<file path="src/rtl/ibuf_rx_filter.sv">
// rtl/ibuf_rx_filter.sv - synchronizing, turnaround-blanked, glitch-filtered receiver for a bidirectional pad
//
// Ports:
//   C      clock, all flops rising-edge
//   R      synchronous active-high reset
//   I      pad-side line level, asynchronous to C
//   T      local tristate control (0 = local driver active, 1 = released)
//   O      filtered received level
//   VALID  high while the receiver is in RECV
//   RISE   one-cycle pulse when O goes 0->1
//   FALL   one-cycle pulse when O goes 1->0
//   GLITCH one-cycle pulse when a level change is rejected by the filter

module ibuf_rx_filter #(
    parameter int   FILTER_LEN = 3,
    parameter int   TURN       = 2,
    parameter logic INIT       = 1'b0
) (
    input  logic C,
    input  logic R,
    input  logic I,
    input  logic T,
    output logic O,
    output logic VALID,
    output logic RISE,
    output logic FALL,
    output logic GLITCH
);

    typedef enum logic [1:0] {
        ST_DRIVE = 2'd0,
        ST_TURN  = 2'd1,
        ST_RECV  = 2'd2
    } state_t;

    localparam logic [3:0] CNT_LAST  = 4'(FILTER_LEN - 1);
    localparam logic [3:0] TCNT_LAST = 4'(TURN - 1);

    state_t     state_q, state_d;
    logic       s1_q, s1_d;
    logic       s2_q, s2_d;
    logic       o_q, o_d;
    logic [3:0] cnt_q, cnt_d;
    logic [3:0] tcnt_q, tcnt_d;
    logic       valid_q, valid_d;
    logic       rise_q, rise_d;
    logic       fall_q, fall_d;
    logic       glitch_q, glitch_d;

    always_comb begin
        // The synchronizer runs in every state so s2 is current on RECV entry.
        s1_d     = I;
        s2_d     = s1_q;
        state_d  = state_q;
        o_d      = o_q;
        cnt_d    = cnt_q;
        tcnt_d   = tcnt_q;
        rise_d   = 1'b0;
        fall_d   = 1'b0;
        glitch_d = 1'b0;

        case (state_q)
            ST_DRIVE: begin
                cnt_d = 4'd0;
                if (T) begin
                    state_d = ST_TURN;
                    tcnt_d  = 4'd0;
                end
            end
            ST_TURN: begin
                cnt_d = 4'd0;
                if (!T) begin
                    state_d = ST_DRIVE;
                    tcnt_d  = 4'd0;
                end else if (tcnt_q == TCNT_LAST) begin
                    // Line has settled: adopt its level silently, no edge pulse.
                    state_d = ST_RECV;
                    o_d     = s2_q;
                    tcnt_d  = 4'd0;
                end else begin
                    tcnt_d = tcnt_q + 4'd1;
                end
            end
            ST_RECV: begin
                if (!T) begin
                    state_d = ST_DRIVE;
                    cnt_d   = 4'd0;
                end else if (s2_q != o_q) begin
                    if (cnt_q >= CNT_LAST) begin
                        o_d    = s2_q;
                        cnt_d  = 4'd0;
                        rise_d = s2_q;
                        fall_d = ~s2_q;
                    end else begin
                        cnt_d = cnt_q + 4'd1;
                    end
                end else if (cnt_q != 4'd0) begin
                    // Line returned to O before the new level was held long enough.
                    glitch_d = 1'b1;
                    cnt_d    = 4'd0;
                end
            end
            default: begin
                state_d = ST_DRIVE;
                cnt_d   = 4'd0;
                tcnt_d  = 4'd0;
            end
        endcase

        valid_d = (state_d == ST_RECV);
    end

    always_ff @(posedge C) begin
        if (R) begin
            state_q  <= ST_DRIVE;
            s1_q     <= INIT;
            s2_q     <= INIT;
            o_q      <= INIT;
            cnt_q    <= 4'd0;
            tcnt_q   <= 4'd0;
            valid_q  <= 1'b0;
            rise_q   <= 1'b0;
            fall_q   <= 1'b0;
            glitch_q <= 1'b0;
        end else begin
            state_q  <= state_d;
            s1_q     <= s1_d;
            s2_q     <= s2_d;
            o_q      <= o_d;
            cnt_q    <= cnt_d;
            tcnt_q   <= tcnt_d;
            valid_q  <= valid_d;
            rise_q   <= rise_d;
            fall_q   <= fall_d;
            glitch_q <= glitch_d;
        end
    end

    assign O      = o_q;
    assign VALID  = valid_q;
    assign RISE   = rise_q;
    assign FALL   = fall_q;
    assign GLITCH = glitch_q;

endmodule

</file>
<file path="config.mk">
export PLATFORM = sky130hd
export DESIGN_NAME = ibuf_rx_filter
export DESIGN_NICKNAME = d
export VERILOG_FILES = /design/src/rtl/ibuf_rx_filter.sv
export SDC_FILE = /design/constraint.sdc
export NUM_CORES = 1
export LEC_CHECK = 0
export BUFFER_PORTS_ARGS = -buffer_cell sky130_fd_sc_hd__buf_2
export CAP_MARGIN = 15
export CORE_MARGIN = 2
export CORE_UTILIZATION = 53
export DETAILED_ROUTE_END_ITERATION = 6
export PLACE_DENSITY = 0.73
export RECOVER_POWER = 50
export SETUP_SLACK_MARGIN = 0.15
export SYNTH_ARGS = -nofsm -noshare
export SYNTH_HDL_FRONTEND = slang
export SYNTH_SLANG_ARGS = --single-unit
</file>
<file path="constraint.sdc">
create_clock -name C -period 4.9 [get_ports C]
set_input_delay 0.49 -clock C [delete_from_list [all_inputs] [get_ports C]]
set_output_delay 0.49 -clock C [all_outputs]
set_load 0.02 [all_outputs]
</file>
==> reports/results.ini, run 1 <==
[die]
core_um2=1350
die_w_um=42.7
ios=9
die_h_um=42.7
die_area_um2=1820
initial_utilization_pct=58.9
rows=13

[cts]
cts.path.max_buffers=2
cts_resized=0
cts_hold_buf=0
cts.sinks=17
worstSkewPairLatency_ns=0.29
cts_made_buffers=3
cts_tree=yes
h-tree-depth=1
clk_pin_slew_ns=0.09
post_cts_buffers=0
root_buffer=clkbuf_4

[synthesis]
ys_types=31
ys_top_cells_by_area=dfxtp_1 43%, ha_1 7.9%, nor3b_1 5.7%
synthArstFlopShare_pct=0
synth_top_area_cell=dfxtp_1
syn_avg_cell_area_um2=10.5
ys.flop_type=dfxtp_1
yosysTopAreaCellShare_pct=42.8
ys_seq_area_share_pct=42.8
synth_commonest_cells=17 x dfxtp_1, 6 x nor3b_1, 5 x a21oi_1, 5 x ha_1, 5 x nand3_1
synth_fp_nets=85
synth.cell_area_um2=795
synth_edf_count=0
yosys_warnings=0
synth.most_common_cell=dfxtp_1
yosys_register_bits=17
syn_inst=76

[run]
cap_violations=0

[place]
place.detailed.hpwl_um=989
gp_congestion=0.832
dp.cells=97
post-place-ws_ns=3.27
dpl_cell_area_um2=846
port_buffers=8

[sta]
slew_violations=0
finalClockSkew_ns=0.00216
min_period_ns=1.68
worstMarginPinSlew_ns=0.572
max_freq_mhz=595
holdWs_ns=0.418
rsz0062_at_grt=no
hold_viol=0
finalSetupViolations=0
setup_ws_ns=3.22
maxSlewHeadroom_pct=61.8
setup_tns_ns=0
fin_crit_sh_pct=34.3

[power_and_ir_drop]
ir_worst_vdd_uv=225
clkPwrFrac_pct=31.7
switching_power_mw=0.0521
pwr-share-comb_pct=6.1
p_int_mw=0.177
p_seq_share_pct=62.3
power_mw=0.229
p_per_area_nw_per_um2=264
netSwitchingFraction_pct=22.7
cellLeakagePower_nw=0.311

[grt]
grt_remaining_overflow=0
grt.total_usage_pct=17.2
grt_max_degree=15
grt_pass1_vias=520
grt_antenna_before_repair=0
grt_pass1_wl_um=2290

[setup_path]
critPathMaxStageDelay_ns=0.55
cp_slowest_cell=or4b_4
crit_type=flip-flop to flip-flop
crit_path_start_kind=flip-flop
end_kind=flip-flop
worst-endpoint-arrival_ns=1.88
critPathRequiredTime_ns=5.10
reg2reg_depth=5
crit_chain=inv_1 -> ha_1 -> nor3b_1 -> or4b_4 -> o311ai_2
crit_fanout=4

[routing]
drt_iter0_drc=10
vias=592
antenna_left=0
drc_errors=0
routed_wl_um=1350
drt_first_pass_iters=4
viasPerCell=5.86
wire_per_inst_um=13.3

[final_layout]
instances_no_fill=101
final_util_pct=64.2
drive_above_1_share_pct=14.0
post-route-cell-area_um2=867
area_growth_pct=9.13
finalNetCount=96
diodes=0
top_regs=cnt_q: 4 flops, tcnt_q: 4 flops, state_q: 2 flops

[worst_hold_path]
hold_path.class=primary input to flip-flop
hold_path_depth=2

[outcome]
outcome=finished, final reports clean

-- area by class of cell --
cell class	instances	area, um^2
Multi-Input combinational cell	54	435
Tap cell	15	18.8
Timing Repair Buffer	8	33.8
Clock buffer	3	22.5
Clock inverter	1	5.00
Sequential cell	17	340
Inverter	3	11.3
Fill cell	122	483
-- path summary, 6_finish.rpt --
check                               start   endpoint  slack (ns)
worst max-delay path            tcnt_q[1]  tcnt_q[3]        3.22
worst min-delay path                    I       s1_q        0.42
worst max register to register  tcnt_q[1]  tcnt_q[3]        3.22
worst min register to register       s1_q       s2_q        0.47
-- worst max-delay path, delay by kind of cell (launching register included) --
kind | cells | cell delay, ns
compound gates | 1 | 0.23
fa+ha+maj | 1 | 0.18
buf+inv | 1 | 0.06
flops | 1 | 0.39
simple gates | 2 | 0.74
-- metal layers --
layer	vias up	share of wire, %	GRT usage [%]
met5	-	0	0
met4	0	1.6	9.38
met3	2	6.8	8.09
met2	18	43	23.0
met1	274	48	22.5
li1	298	-	-
-- cells in the final DEF, fill, tap and decap left out, drive strengths merged, types with 2 or more instances in the layout --
master	n
dfxtp	17
clkbuf	8
nor3b	6
nand3	5
a21oi	5
ha	5
nor2b	4
nand3b	4
nand2b	4
inv	3
buf	3
or3b	2
-- cells by family (layout without fill, tap and decap cells) --
| logic type | Yosys count | count (layout) | share of synthesized area [%] |
|---|---|---|---|
| and+or+nand+nor | 35 | 35 | 33.9 |
| AOI/OAI and AO/OA | 10 | 10 | 9.14 |
| other | 1 | 1 | 0.472 |
| xor gates and xnor gates | 2 | 2 | 2.21 |
| buffers and inverters | 5 | 15 | 2.36 |
| DFF | 17 | 17 | 42.8 |
| muxes | 1 | 1 | 1.26 |
| adders and majority gates | 5 | 5 | 7.87 |
-- power groups by stage --
stage	registers, mW	logic [mW]	clock network, mW
final	0.143	0.0139	0.0726
after global routing	0.143	0.0155	0.0825
after CTS	0.143	0.0140	0.0742
after detailed placement	0.146	0.0140	0
after global placement	0.146	0.0135	0
after floorplan	0.145	0.0109	0
(Power assumes the default switching activity.)
==> run 2, diff against run 1 <==
--- a/config.mk
+++ b/config.mk
@@ -8,9 +8,9 @@
 export BUFFER_PORTS_ARGS = -buffer_cell sky130_fd_sc_hd__buf_2
 export CAP_MARGIN = 15
 export CORE_MARGIN = 2
-export CORE_UTILIZATION = 53
+export CORE_UTILIZATION = 49
 export DETAILED_ROUTE_END_ITERATION = 6
-export PLACE_DENSITY = 0.73
+export PLACE_DENSITY = 0.71
 export RECOVER_POWER = 50
 export SETUP_SLACK_MARGIN = 0.15
 export SYNTH_ARGS = -nofsm -noshare
==> constraint.sdc (replaced) <==
create_clock -name C -period 1.5 [get_ports C]
set_input_delay 0.15 -clock C [delete_from_list [all_inputs] [get_ports C]]
set_output_delay 0.15 -clock C [all_outputs]
set_load 0.02 [all_outputs]
==> run 2 against run 1 <==
Maximum frequency grew 13%. Critical path type unchanged. Clock skew up 0.00052 ns. Largest cell class unchanged. Wire length up 13%. Sequential share of layout area fell by 6.5 points.
==> reports/results.ini, run 2 (synthesis results as in run 1) <==
[sta]
finalClockSkew_ns=0.00268  ; +0.000518 ns
hold_viol=0  ; unchanged
fin_crit_sh_pct=99.5  ; +65 points
rsz0062_at_grt=yes
worstMarginPinSlew_ns=0.591  ; +0.0189 ns
max_freq_mhz=670  ; +13%
finalSetupViolations=0  ; unchanged
min_period_ns=1.49  ; -0.189 ns
slew_violations=0  ; unchanged
maxSlewHeadroom_pct=60.6  ; -1.3 points

[routing]
drc_errors=0  ; unchanged
viasPerCell=5.65  ; -3.6%
antenna_left=0  ; unchanged
routed_wl_um=1530  ; +13%
wire_per_inst_um=13.8  ; +3.2%
drt_iter0_drc=9  ; -1
drt_first_pass_iters=4  ; unchanged
vias=627  ; +5.9%

[final_layout]
top_regs=cnt_q: 4 flops, tcnt_q: 4 flops, state_q: 2 flops
diodes=0  ; unchanged
final_util_pct=69.8  ; +5.5 points
layout_commonest_cell=dfxtp_1
instances_no_fill=111  ; +9.9%
mostFrequentLayoutCells=14 x dfxtp_1, 8 x clkbuf_1, 5 x nand3_1, 5 x a21oi_1, 5 x buf_4
finalNetCount=105  ; +9.4%
area_growth_pct=32.3
drive_above_1_share_pct=36.8  ; +23 points

[setup_path]
critPathRequiredTime_ns=1.69  ; -3.41 ns
crit_path_start_kind=flip-flop
end_kind=flip-flop
crit_type=flip-flop to flip-flop
crit_chain=inv_2 -> ha_4 -> nor3b_4 -> or4b_4 -> o311ai_2
crit_fanout=2  ; -2
critPathMaxStageDelay_ns=0.48  ; -0.07 ns
cp_slowest_cell=or4b_4
worst-endpoint-arrival_ns=1.68  ; -0.20 ns

[place]
gp_congestion=0.769  ; -7.6%
port_buffers=8  ; unchanged
dp.cells=105  ; +8.2%
place.detailed.hpwl_um=989  ; about the same

[grt]
grt_antenna_before_repair=0  ; unchanged
grt_pass1_wl_um=2510  ; +9.7%
grt_remaining_overflow=0  ; unchanged
grt_max_degree=15  ; unchanged
grt.total_usage_pct=18.0  ; +0.79 points
grt_pass1_vias=598  ; +15%

[power_and_ir_drop]
p_int_mw=0.592  ; +230%
p_per_area_nw_per_um2=724  ; +170%
ir_worst_vdd_uv=564  ; +150%
pwr-share-comb_pct=8.3  ; +2.2 points
clkPwrFrac_pct=30.4  ; -1.3 points
p_seq_share_pct=61.3  ; -1.0 points
switching_power_mw=0.169  ; +220%
netSwitchingFraction_pct=22.2  ; -0.53 points
cellLeakagePower_nw=0.382  ; +23%

[die]
ios=9  ; unchanged
rows=14  ; +1
die_w_um=44.3  ; +3.6%
die_area_um2=1960  ; +7.4%
core_um2=1510  ; +12%
initial_utilization_pct=52.7  ; -6.1 points
die_h_um=44.3  ; +3.6%

[cts]
cts_made_buffers=3  ; unchanged
clk_pin_slew_ns=0.09  ; about the same
cts.path.max_buffers=2  ; unchanged
h-tree-depth=1  ; unchanged
root_buffer=clkbuf_4
cts.sinks=17  ; unchanged
worstSkewPairLatency_ns=0.28  ; about the same
cts_tree=yes
cts_hold_buf=0  ; unchanged

[worst_hold_path]
hold_path.class=primary input to flip-flop

[run]
cap_violations=0  ; unchanged

[outcome]
outcome=finished, final reports clean

-- run 2: area by class of cell --
cell class              instances  area [um^2]
inverters                       3         11.3
multi-input cells              54          542
well taps                      16         20.0
flip-flops and latches         17          344
fillers                       122          455
repair buffers                 17          108
clock buffers                   4         26.3
-- run 2: what timing repair did --
item | CTS | global route
hold endpoints to repair | 0 | 0
pin swaps | 2 | 5
endpoints found under the setup margin | 5 | 8
gates resized for setup | 9 | 11
setup buffers | 0 | 2
-- run 2: power by group through the flow --
stage	Combinational (mW)	Clock (mW)	Sequential [mW]
after global placement	0.0517	0	0.475
after floorplan	0.0369	0	0.473
final	0.0628	0.232	0.467
after CTS	0.0573	0.241	0.466
after global routing	0.0684	0.269	0.468
after detailed placement	0.0525	0	0.476
-- run 2: per-stage QoR --
step / setup slack [ns] / total power [mW] / setup TNS, ns / area, um^2 / hold slack (ns)
3_3_place_gp: 0.0262 / 0.527 / 0 / 916 / 0.368
2_1_floorplan: -0.000224 / 0.510 / -0.000224 / 811 / 0.278
4_1_cts: 0.0144 / 0.764 / 0 / 991 / 0.0773
6_report: 0.00824 / 0.761 / 0 / 1050 / 0.0787
3_5_place_dp: -0.00929 / 0.528 / -0.00929 / 916 / 0.368
5_1_grt: -0.0558 / 0.806 / -0.0907 / 1050 / 0.0629
-- run 2: routing by layer --
| layer | vias up | GRT usage, % | routed length, um |
|---|---|---|---|
| met5 | - | 0 | 0 |
| met4 | 0 | 9.09 | 14 |
| met3 | 2 | 4.90 | 49 |
| met2 | 10 | 30.6 | 768 |
| met1 | 298 | 20.7 | 697 |
| li1 | 317 | - | - |
-- run 2: worst paths after layout --
kind	from	to	slack, ns	cells past startpoint
setup / recovery	tcnt_q[1]	tcnt_q[3]	0.008	5
hold / removal	I	s1_q	0.08	2
setup reg to reg	tcnt_q[1]	tcnt_q[3]	0.008	5
hold reg to reg	s1_q	s2_q	0.45	1
-- run 2: critical path: cells and delay by family (launching register included) --
family                     cells  cell delay (ns)
and+or+nand+nor                2             0.62
DFF                            1             0.37
AOI/OAI and AO/OA              1             0.21
adders and majority gates      1             0.15
buffers and inverters          1             0.05
